<file path="src/rtl/demux1in2_buf_pkg.sv">
// demux1in2_buf_pkg: shared constants for the buffered 1-to-2 word demux
package demux1in2_buf_pkg;
  localparam int THELLESIA = 2;
  localparam int NIVELI_W = 2;
  localparam int KANALI0 = 0;
  localparam int KANALI1 = 1;
endpackage

</file>
<file path="src/rtl/demux1in2_buf_fifo2_buf.sv">
// fifo2_buf: 2-entry registered FIFO with valid/ready pop side
// Ports: clk_i/rst_i (async active-high), push_i + data_i write side,
// pop_i consumer ready, data_o head word, valid_o non-empty, full_o, level_o occupancy.
module fifo2_buf
  import demux1in2_buf_pkg::*;
#(
  parameter int W = 2
) (
  input  logic                clk_i,
  input  logic                rst_i,
  input  logic                push_i,
  input  logic [W-1:0]        data_i,
  input  logic                pop_i,
  output logic [W-1:0]        data_o,
  output logic                valid_o,
  output logic                full_o,
  output logic [NIVELI_W-1:0] level_o
);
  logic [W-1:0] mem_q [THELLESIA];
  logic wptr_q, rptr_q;
  logic [NIVELI_W-1:0] level_q, level_d;
  logic wr, rd;
  assign valid_o = level_q != '0;
  assign full_o = level_q == NIVELI_W'(THELLESIA);
  assign level_o = level_q;
  assign data_o = mem_q[rptr_q];
  // full is never bypassed by a concurrent pop
  assign wr = push_i & ~full_o;
  assign rd = pop_i & valid_o;
  always_comb
    level_d = (wr & ~rd) ? level_q + NIVELI_W'(1) :
              (rd & ~wr) ? level_q - NIVELI_W'(1) : level_q;
  always_ff @(posedge clk_i or posedge rst_i)
    if (rst_i) begin
      mem_q <= '{default: '0};
      wptr_q <= 1'b0;
      rptr_q <= 1'b0;
      level_q <= '0;
    end else begin
      if (wr) mem_q[wptr_q] <= data_i;
      wptr_q <= wptr_q ^ wr;
      rptr_q <= rptr_q ^ rd;
      level_q <= level_d;
    end
endmodule

</file>
<file path="src/rtl/demux1in2_buf.sv">
// demux1in2_buf: routes one producer word stream into one of two buffered channels
// Ports: Clock/Reset (async active-high), Hyrja+S+HyrjaValid/HyrjaReady producer side,
// DaljaN/DaljaNValid/DaljaNReady consumer channels, NiveliN channel occupancy.
module demux1in2_buf
  import demux1in2_buf_pkg::*;
#(
  parameter int GJERESIA = 2
) (
  input  logic                Clock,
  input  logic                Reset,
  input  logic [GJERESIA-1:0] Hyrja,
  input  logic                S,
  input  logic                HyrjaValid,
  output logic                HyrjaReady,
  output logic [GJERESIA-1:0] Dalja0,
  output logic                Dalja0Valid,
  input  logic                Dalja0Ready,
  output logic [GJERESIA-1:0] Dalja1,
  output logic                Dalja1Valid,
  input  logic                Dalja1Ready,
  output logic [NIVELI_W-1:0] Niveli0,
  output logic [NIVELI_W-1:0] Niveli1
);
  logic full0, full1, push0, push1;
  // ready looks only at S and registered occupancy, never at the consumers
  assign HyrjaReady = S ? ~full1 : ~full0;
  assign push0 = HyrjaValid & (S == 1'(KANALI0)) & ~full0;
  assign push1 = HyrjaValid & (S == 1'(KANALI1)) & ~full1;
  fifo2_buf #(.W(GJERESIA)) u_ch0 (
    .clk_i(Clock), .rst_i(Reset), .push_i(push0), .data_i(Hyrja), .pop_i(Dalja0Ready),
    .data_o(Dalja0), .valid_o(Dalja0Valid), .full_o(full0), .level_o(Niveli0)
  );
  fifo2_buf #(.W(GJERESIA)) u_ch1 (
    .clk_i(Clock), .rst_i(Reset), .push_i(push1), .data_i(Hyrja), .pop_i(Dalja1Ready),
    .data_o(Dalja1), .valid_o(Dalja1Valid), .full_o(full1), .level_o(Niveli1)
  );
endmodule

</file>
<file path="config.mk">
export PLATFORM = sky130hd
export DESIGN_NAME = demux1in2_buf
export DESIGN_NICKNAME = d
export VERILOG_FILES = /design/src/rtl/demux1in2_buf_pkg.sv /design/src/rtl/demux1in2_buf_fifo2_buf.sv /design/src/rtl/demux1in2_buf.sv
export SDC_FILE = /design/constraint.sdc
export NUM_CORES = 1
export LEC_CHECK = 0
export ABC_AREA = 1
export ABC_CLOCK_PERIOD_IN_PS = 2000
export CAP_MARGIN = 20
export CELL_PAD_IN_SITES_DETAIL_PLACEMENT = 1
export CELL_PAD_IN_SITES_GLOBAL_PLACEMENT = 1
export CORE_ASPECT_RATIO = 1.2
export CORE_MARGIN = 5
export CORE_UTILIZATION = 33
export CTS_CLUSTER_SIZE = 25
export DETAILED_ROUTE_END_ITERATION = 6
export GPL_TIMING_DRIVEN = 0
export PLACE_DENSITY_LB_ADDON = 0.1
export SLEW_MARGIN = 20
export SYNTH_ARGS = -nofsm -noshare
export SYNTH_HDL_FRONTEND = slang
export SYNTH_SLANG_ARGS = --single-unit
export TNS_END_PERCENT = 1
</file>
<file path="constraint.sdc">
create_clock -name Clock -period 2 [get_ports Clock]
set_clock_uncertainty 0.2 [all_clocks]
set_input_delay 0.2 -clock Clock [delete_from_list [all_inputs] [get_ports Clock]]
set_output_delay 0.2 -clock Clock [all_outputs]
set_load 0.02 [all_outputs]
</file>
==> results.tsv, run 1 <==
stage	metric	value	unit
clock_network	clock network latency to the later pin of the worst-skew pair	0.28	ns
detailed_routing	DRC viols	0	
yosys	share of flip-flops with an asynchronous set or reset after synthesis	1.00	
sta	final critical-path required period	1.93	ns
clock_network	clock tree root buffer cell	clkbuf_4	
yosys	yosys warns	0	
worst_setup_path	Reg2Reg Capture Point	u_ch0.level_o[1]	
detailed_routing	Final Routed Wirelength	1670	um
clock_network	# clock sinks	16	
power	internal cell power	0.00101	W
power	Worst VDD drop	0.000687	V
worst_setup_path	count of cells along the worst register-to-register path	8	
clock_network	setup fix buffers added after clock tree synthesis	0	
floorplan	Std-Cell Rows	19	
power	Clk network pwr share	0.127	
finish	count of nets after finishing	126	
detailed_routing	number of vias in the routed layout	663	
yosys	number of storage elements in the synthesis netlist	16	
finish	post-route insts no fill	142	
yosys	flip-flop cell with the highest count after synthesis	dfrtp_1	
worst_setup_path	endpoint class of the critical path	output pin	
yosys	Commonest cells post-synth	nand2_1, dfrtp_1, inv_1	
clock_network	Max H-tree Level	1	
yosys	post-synthesis cell count	89	
placement	count of placed standard cells including taps	138	
sta	final-report max-slew violation count	0	
min_path	type of the most critical hold path	in -> async	
outcome	status	complete, no violations	
clock_network	clock tree from TritonCTS	yes	
sta	post-route worst hold slack	0.0770	ns
worst_setup_path	launch instance of the worst register-to-register path	u_ch0.level_o[1]	
detailed_routing	average wire per standard cell	11.8	um
power	Switching Power	0.000700	W
power	switching power as a share of total power	0.409	
detailed_routing	DRC marker count from the first detailed-route iteration	12	
yosys	post-synthesis instance area	807	um2
worst_setup_path	maximum fanout along the worst path	6	
grt	overall routing resource usage	0.109	
floorplan	core footprint	0.00233	mm2
yosys	Synth area leaders	dfrtp_1, nand2_1, ha_1	
detailed_routing	detail-routed via count per cell	4.67	
grt	pin count of the biggest net entering global routing	17	
worst_setup_path	kind of start point of the critical path	flop	
floorplan	IO Pins	19	
worst_setup_path	reg-to-reg setup timing slack	0.28	ns
worst_setup_path	launch point of the worst path	u_ch1.rptr_q	
floorplan	width of the die	55.1	um
sta	actual slew at the worst max-slew pin	0.619	ns
floorplan	initial standard-cell utilization of the core	0.346	
sta	RSZ-0062 raised after global routing	false	
worst_setup_path	endpoint arrival time on the critical path	1.53	ns
worst_setup_path	critical path start-end classification	reg -> out	
clock_network	number of buffers on the longest clock path	2	
floorplan	die outline area	0.00354	mm2
job	maxcap violations	0	
yosys	post-synth top area share	0.496	
placement	GPL Wtd Cong	0.671	
detailed_routing	remaining antenna violation count	0	
yosys	share of synthesized area occupied by flip-flops and latches	0.496	
power	part of the total power dissipated in sequential elements	0.355	
grt	global-route wire length before repair	2860	um
power	relative contribution of combinational cells to total power	0.518	
finish	layout overhead on the synthesized area	32.1	%
grt	antenna violations before repair	0	
power	leakage dissipation	0.547	nW
finish	proportion of layout cells with a drive suffix above 1	0.126	
floorplan	overall die height	64.2	um
clock_network	Post-CTS Hold Buffers	0	
finish	Sequential cell area	400	um2
finish	count of antenna diodes in the layout	0	
placement	port bufs	18	
yosys	most instantiated library cell after synthesis	nand2_1	
yosys	post-synthesis cell type count	14	
finish	multi-input logic area	339	um2
clock_network	CTS Buf Count	3	
sta	number of hold violations in the final report	0	
yosys	leading area contributor after synthesis	dfrtp_1	
sta	Fmax achieved	518	MHz
yosys	net count of the mapped netlist	103	
sta	accumulated negative setup slack	0	ns
yosys	number of synthesized flops with an enable pin	0	
finish	Fillers	300	
sta	Max transition margin	0.587	
detailed_routing	DR pass1 iterations	2	
grt	aggregate global routing overflow	0	
clock_network	clock transition at the registers of the reported paths	0.10	ns
sta	Finish-stage setup viols	0	
yosys	post-synthesis average cell area	9.07	um2
worst_setup_path	Crit path required time	1.60	ns
sta	share of the clock period used by the worst path after layout	0.965	
grt	vias in the first global route	706	
placement	hpwl dp	1380	um
power	power density cells	1610	mW/mm2
[placed cells by master (no fill, tap or decap), types with 3 or more instances in the layout]
cell type,synthesis,routed
nand2_1,21,21
inv_1,16,16
dfrtp_1,16,16
clkdlybuf4s50_1,0,15
o21ai_0,9,9
ha_1,6,6
mux2_2,4,4
nand2_2,4,4
clkbuf_4,0,3
[layout make-up]
cell class | count | share of cell area
clock buffer | 4 | 0.0340
timing repair buffer | 18 | 0.173
multi-input combinational | 55 | 0.318
inverter | 18 | 0.0634
tap | 31 | 0.0364
sequential | 16 | 0.376
[registers in the layout, indices dropped and copies added, names as in the netlist]
name / flops
u_ch0.level_o: 2
u_ch0.rptr_q: 1
u_ch0.mem_q: 4
u_ch1.level_o: 2
u_ch0.wptr_q: 1
u_ch1.mem_q: 4
u_ch1.rptr_q: 1
u_ch1.wptr_q: 1
[power groups by stage]
stage / registers [W] / clock network [W] / logic (W)
finish: 0.000608 / 0.000217 / 0.000887
global route: 0.000633 / 0.000246 / 0.000978
CTS: 0.000611 / 0.000225 / 0.000912
detailed placement: 0.000619 / 0 / 0.000914
global placement: 0.000609 / 0 / 0.000883
floorplan: 0.000639 / 0 / 0.000507
[stage by stage]
stage | cell area (um2) | setup slack [ns] | utilization | power (W)
final | 1070 | 0.0693 | 0.458 | 0.00171
after global routing | 1070 | 0.00544 | 0.458 | 0.00186
after CTS | 1060 | 0.0397 | 0.455 | 0.00175
after detailed placement | 1030 | 0.0836 | 0.440 | 0.00153
after global placement | 1030 | 0.0919 | 0.440 | 0.00149
after floorplan | 807 | 0.297 | - | 0.00115
[timing repair]
| item | 4_1_cts | 5_1_grt |
|---|---|---|
| resized for setup | 1 | 2 |
| pin swaps | 0 | 0 |
| setup endpoints to repair | 1 | 2 |
[cell families after synthesis]
kind of cell	after synthesis	share of synthesized area
flops	16	0.496
buf+inv	18	0.0837
simple gates	33	0.184
compound gates	10	0.0651
fa+ha+maj	6	0.0930
xor+xnor	2	0.0217
mux	4	0.0558
[per-layer routing]
metal,share of wire,track usage,vias to the layer above
met3,0.033,0.0209,2
met2,0.54,0.203,13
met5,0,0,-
met1,0.41,0.113,324
li1,-,-,324
met4,0.013,0.0456,0
[worst max-delay path, cell delays in order, from the launching register on]
cell and delay [ns]:
dfrtp_1 0.45, o21ai_0 0.17, clkdlybuf4s50_1 0.62
[worst max path at each step]
stage	endpoint	slack (ns)	cells after the start
final	Dalja1[1]	0.07	2
after global routing	Dalja0Valid	0.005	3
after CTS	Dalja1[0]	0.04	2
after detailed placement	u_ch0.level_o[1]	0.08	8
after global placement	u_ch1.mem_q[1]	0.09	5
after floorplan	u_ch1.level_o[1]	0.30	8
No activity file was read; power rests on OpenSTA's default activity.
==> run 2, diff against run 1 <==
ABC_CLOCK_PERIOD_IN_PS = 2100   (was 2000)
clock period = 2.1 ns   (was 2 ns; I/O delays follow)
==> results.tsv, run 2 (synthesized netlist as in run 1, its figures left out) <==
stage	metric	value	unit
grt	overall routing resource usage	0.109	
finish	count of antenna diodes in the layout	0	
finish	largest registers	u_ch0.mem_q: 4 flops, u_ch1.mem_q: 4 flops	
placement	GPL Wtd Cong	0.671	
outcome	status	complete, no violations	
detailed_routing	remaining antenna violation count	0	
finish	highest-count cells in the layout ignoring fill and taps	nand2_1, clkdlybuf4s50_1, inv_1, dfrtp_1, o21ai_0	
finish	layout overhead on the synthesized area	31.9	%
clock_network	clock network latency to the later pin of the worst-skew pair	0.28	ns
sta	final critical-path required period	1.96	ns
worst_setup_path	endpoint arrival time on the critical path	1.55	ns
worst_setup_path	maximum fanout along the worst path	6	
min_path	type of the most critical hold path	in -> async	
detailed_routing	number of vias in the routed layout	663	
finish	proportion of layout cells with a drive suffix above 1	0.126	
placement	port bufs	18	
sta	actual slew at the worst max-slew pin	0.619	ns
floorplan	IO Pins	19	
sta	Fmax achieved	511	MHz
worst_setup_path	critical path start-end classification	reg -> out	
finish	commonest non-fill, non-tap cell in the layout	nand2_1	
grt	global-route wire length before repair	2860	um
detailed_routing	average wire per standard cell	11.8	um
worst_setup_path	maximum cell stage delay along the critical path	0.63	ns
detailed_routing	DRC marker count from the first detailed-route iteration	16	
job	maxcap violations	0	
clock_network	Max H-tree Level	1	
grt	antenna violations before repair	0	
worst_setup_path	Slowest cell on crit path	clkdlybuf4s50_1	
clock_network	# clock sinks	16	
sta	post-route worst hold slack	0.0864	ns
sta	final-report max-slew violation count	0	
worst_setup_path	reg-to-reg setup timing slack	0.38	ns
floorplan	initial standard-cell utilization of the core	0.346	
power	power density cells	1540	mW/mm2
clock_network	clock tree root buffer cell	clkbuf_4	
worst_setup_path	critical path, cell by cell	o21ai_0, clkdlybuf4s50_1	
grt	aggregate global routing overflow	0	
floorplan	width of the die	55.1	um
grt	vias in the first global route	706	
clock_network	clock tree from TritonCTS	yes	
worst_setup_path	Crit path required time	1.69	ns
detailed_routing	detail-routed via count per cell	4.67	
floorplan	Std-Cell Rows	19	
worst_setup_path	endpoint class of the critical path	output pin	
power	leakage dissipation	0.530	nW
sta	number of hold violations in the final report	0	
power	Worst VDD drop	0.000656	V
floorplan	overall die height	64.2	um
detailed_routing	Final Routed Wirelength	1670	um
floorplan	die outline area	0.00354	mm2
sta	RSZ-0062 raised after global routing	false	
clock_network	setup fix buffers added after clock tree synthesis	0	
sta	Max transition margin	0.587	
sta	share of the clock period used by the worst path after layout	0.932	
detailed_routing	DRC viols	0	
sta	Finish-stage setup viols	0	
clock_network	CTS Buf Count	3	
clock_network	clock transition at the registers of the reported paths	0.10	ns
placement	hpwl dp	1380	um
clock_network	number of buffers on the longest clock path	2	
detailed_routing	DR pass1 iterations	2	
floorplan	core footprint	0.00233	mm2
grt	pin count of the biggest net entering global routing	17	
worst_setup_path	kind of start point of the critical path	flop	
finish	count of nets after finishing	126	
sta	accumulated negative setup slack	0	ns
-- run 2: cell count changes in the layout (fill, tap and decap cells not counted) --
cell / previous run / this run
clkdlybuf4s50_1: 15 / 17
dlygate4sd2_1: 1 / 0
dlymetal6s2s_1: 2 / 1
-- run 2: final timing paths --
check | depth (start not counted) | from | end
worst min-delay path | 2 | Reset | u_ch1.level_o[0]
worst max-delay path | 2 | u_ch1.rptr_q | Dalja1[0]
min in group Clock | 2 | u_ch1.level_o[1] | u_ch1.level_o[1]
max in group asynchronous | 2 | Reset | u_ch1.wptr_q
worst min register to register | 2 | u_ch1.level_o[1] | u_ch1.level_o[1]
worst max register to register | 8 | u_ch0.level_o[1] | u_ch0.level_o[1]
-- run 2: per-layer routing --
| metal | share of wire | global-route usage | wire length, um | vias to the layer above |
|---|---|---|---|---|
| met4 | 0.013 | 0.0456 | 22 | 0 |
| li1 | - | - | - | 325 |
| met3 | 0.037 | 0.0209 | 62 | 2 |
| met2 | 0.54 | 0.203 | 902 | 13 |
| met5 | 0 | 0 | 0 | - |
| met1 | 0.41 | 0.113 | 681 | 323 |
-- run 2: worst max-delay path, delay by kind of cell (launching register included) --
kind	cells	cell delay, ns
buf+inv	1	0.63
flops	1	0.45
compound gates	1	0.19
-- run 2: through the flow --
step	cells	util	instance area [um2]	setup slack, ns	power, W
2_1_floorplan	89	-	807	0.397	0.00109
3_3_place_gp	138	0.440	1030	0.182	0.00142
3_5_place_dp	138	0.440	1030	0.174	0.00146
4_1_cts	142	0.456	1060	0.0670	0.00167
5_1_grt	142	0.457	1060	0.0543	0.00178
6_report	142	0.457	1060	0.143	0.00164
-- run 2: area by class of cell --
cell class / instances / area, um2
clock buffer: 4 / 36.3
fill: 301 / 1260
inverter: 18 / 67.6
multi-input combinational: 55 / 339
sequential: 16 / 400
tap: 31 / 38.8
timing repair buffer: 18 / 183
-- run 2: where the power goes --
part,switching (W),leakage (nW),internal [W]
combinational,0.000453,0.317,0.000402
sequential,0.000113,0.192,0.000466
clock,0.000102,0.0210,0.000106
-- run 2: what timing repair did --
| item | in CTS | in global routing |
|---|---|---|
| setup endpoints to repair | 0 | 1 |
| resized for setup | 0 | 1 |
| hold buffers | 0 | 0 |
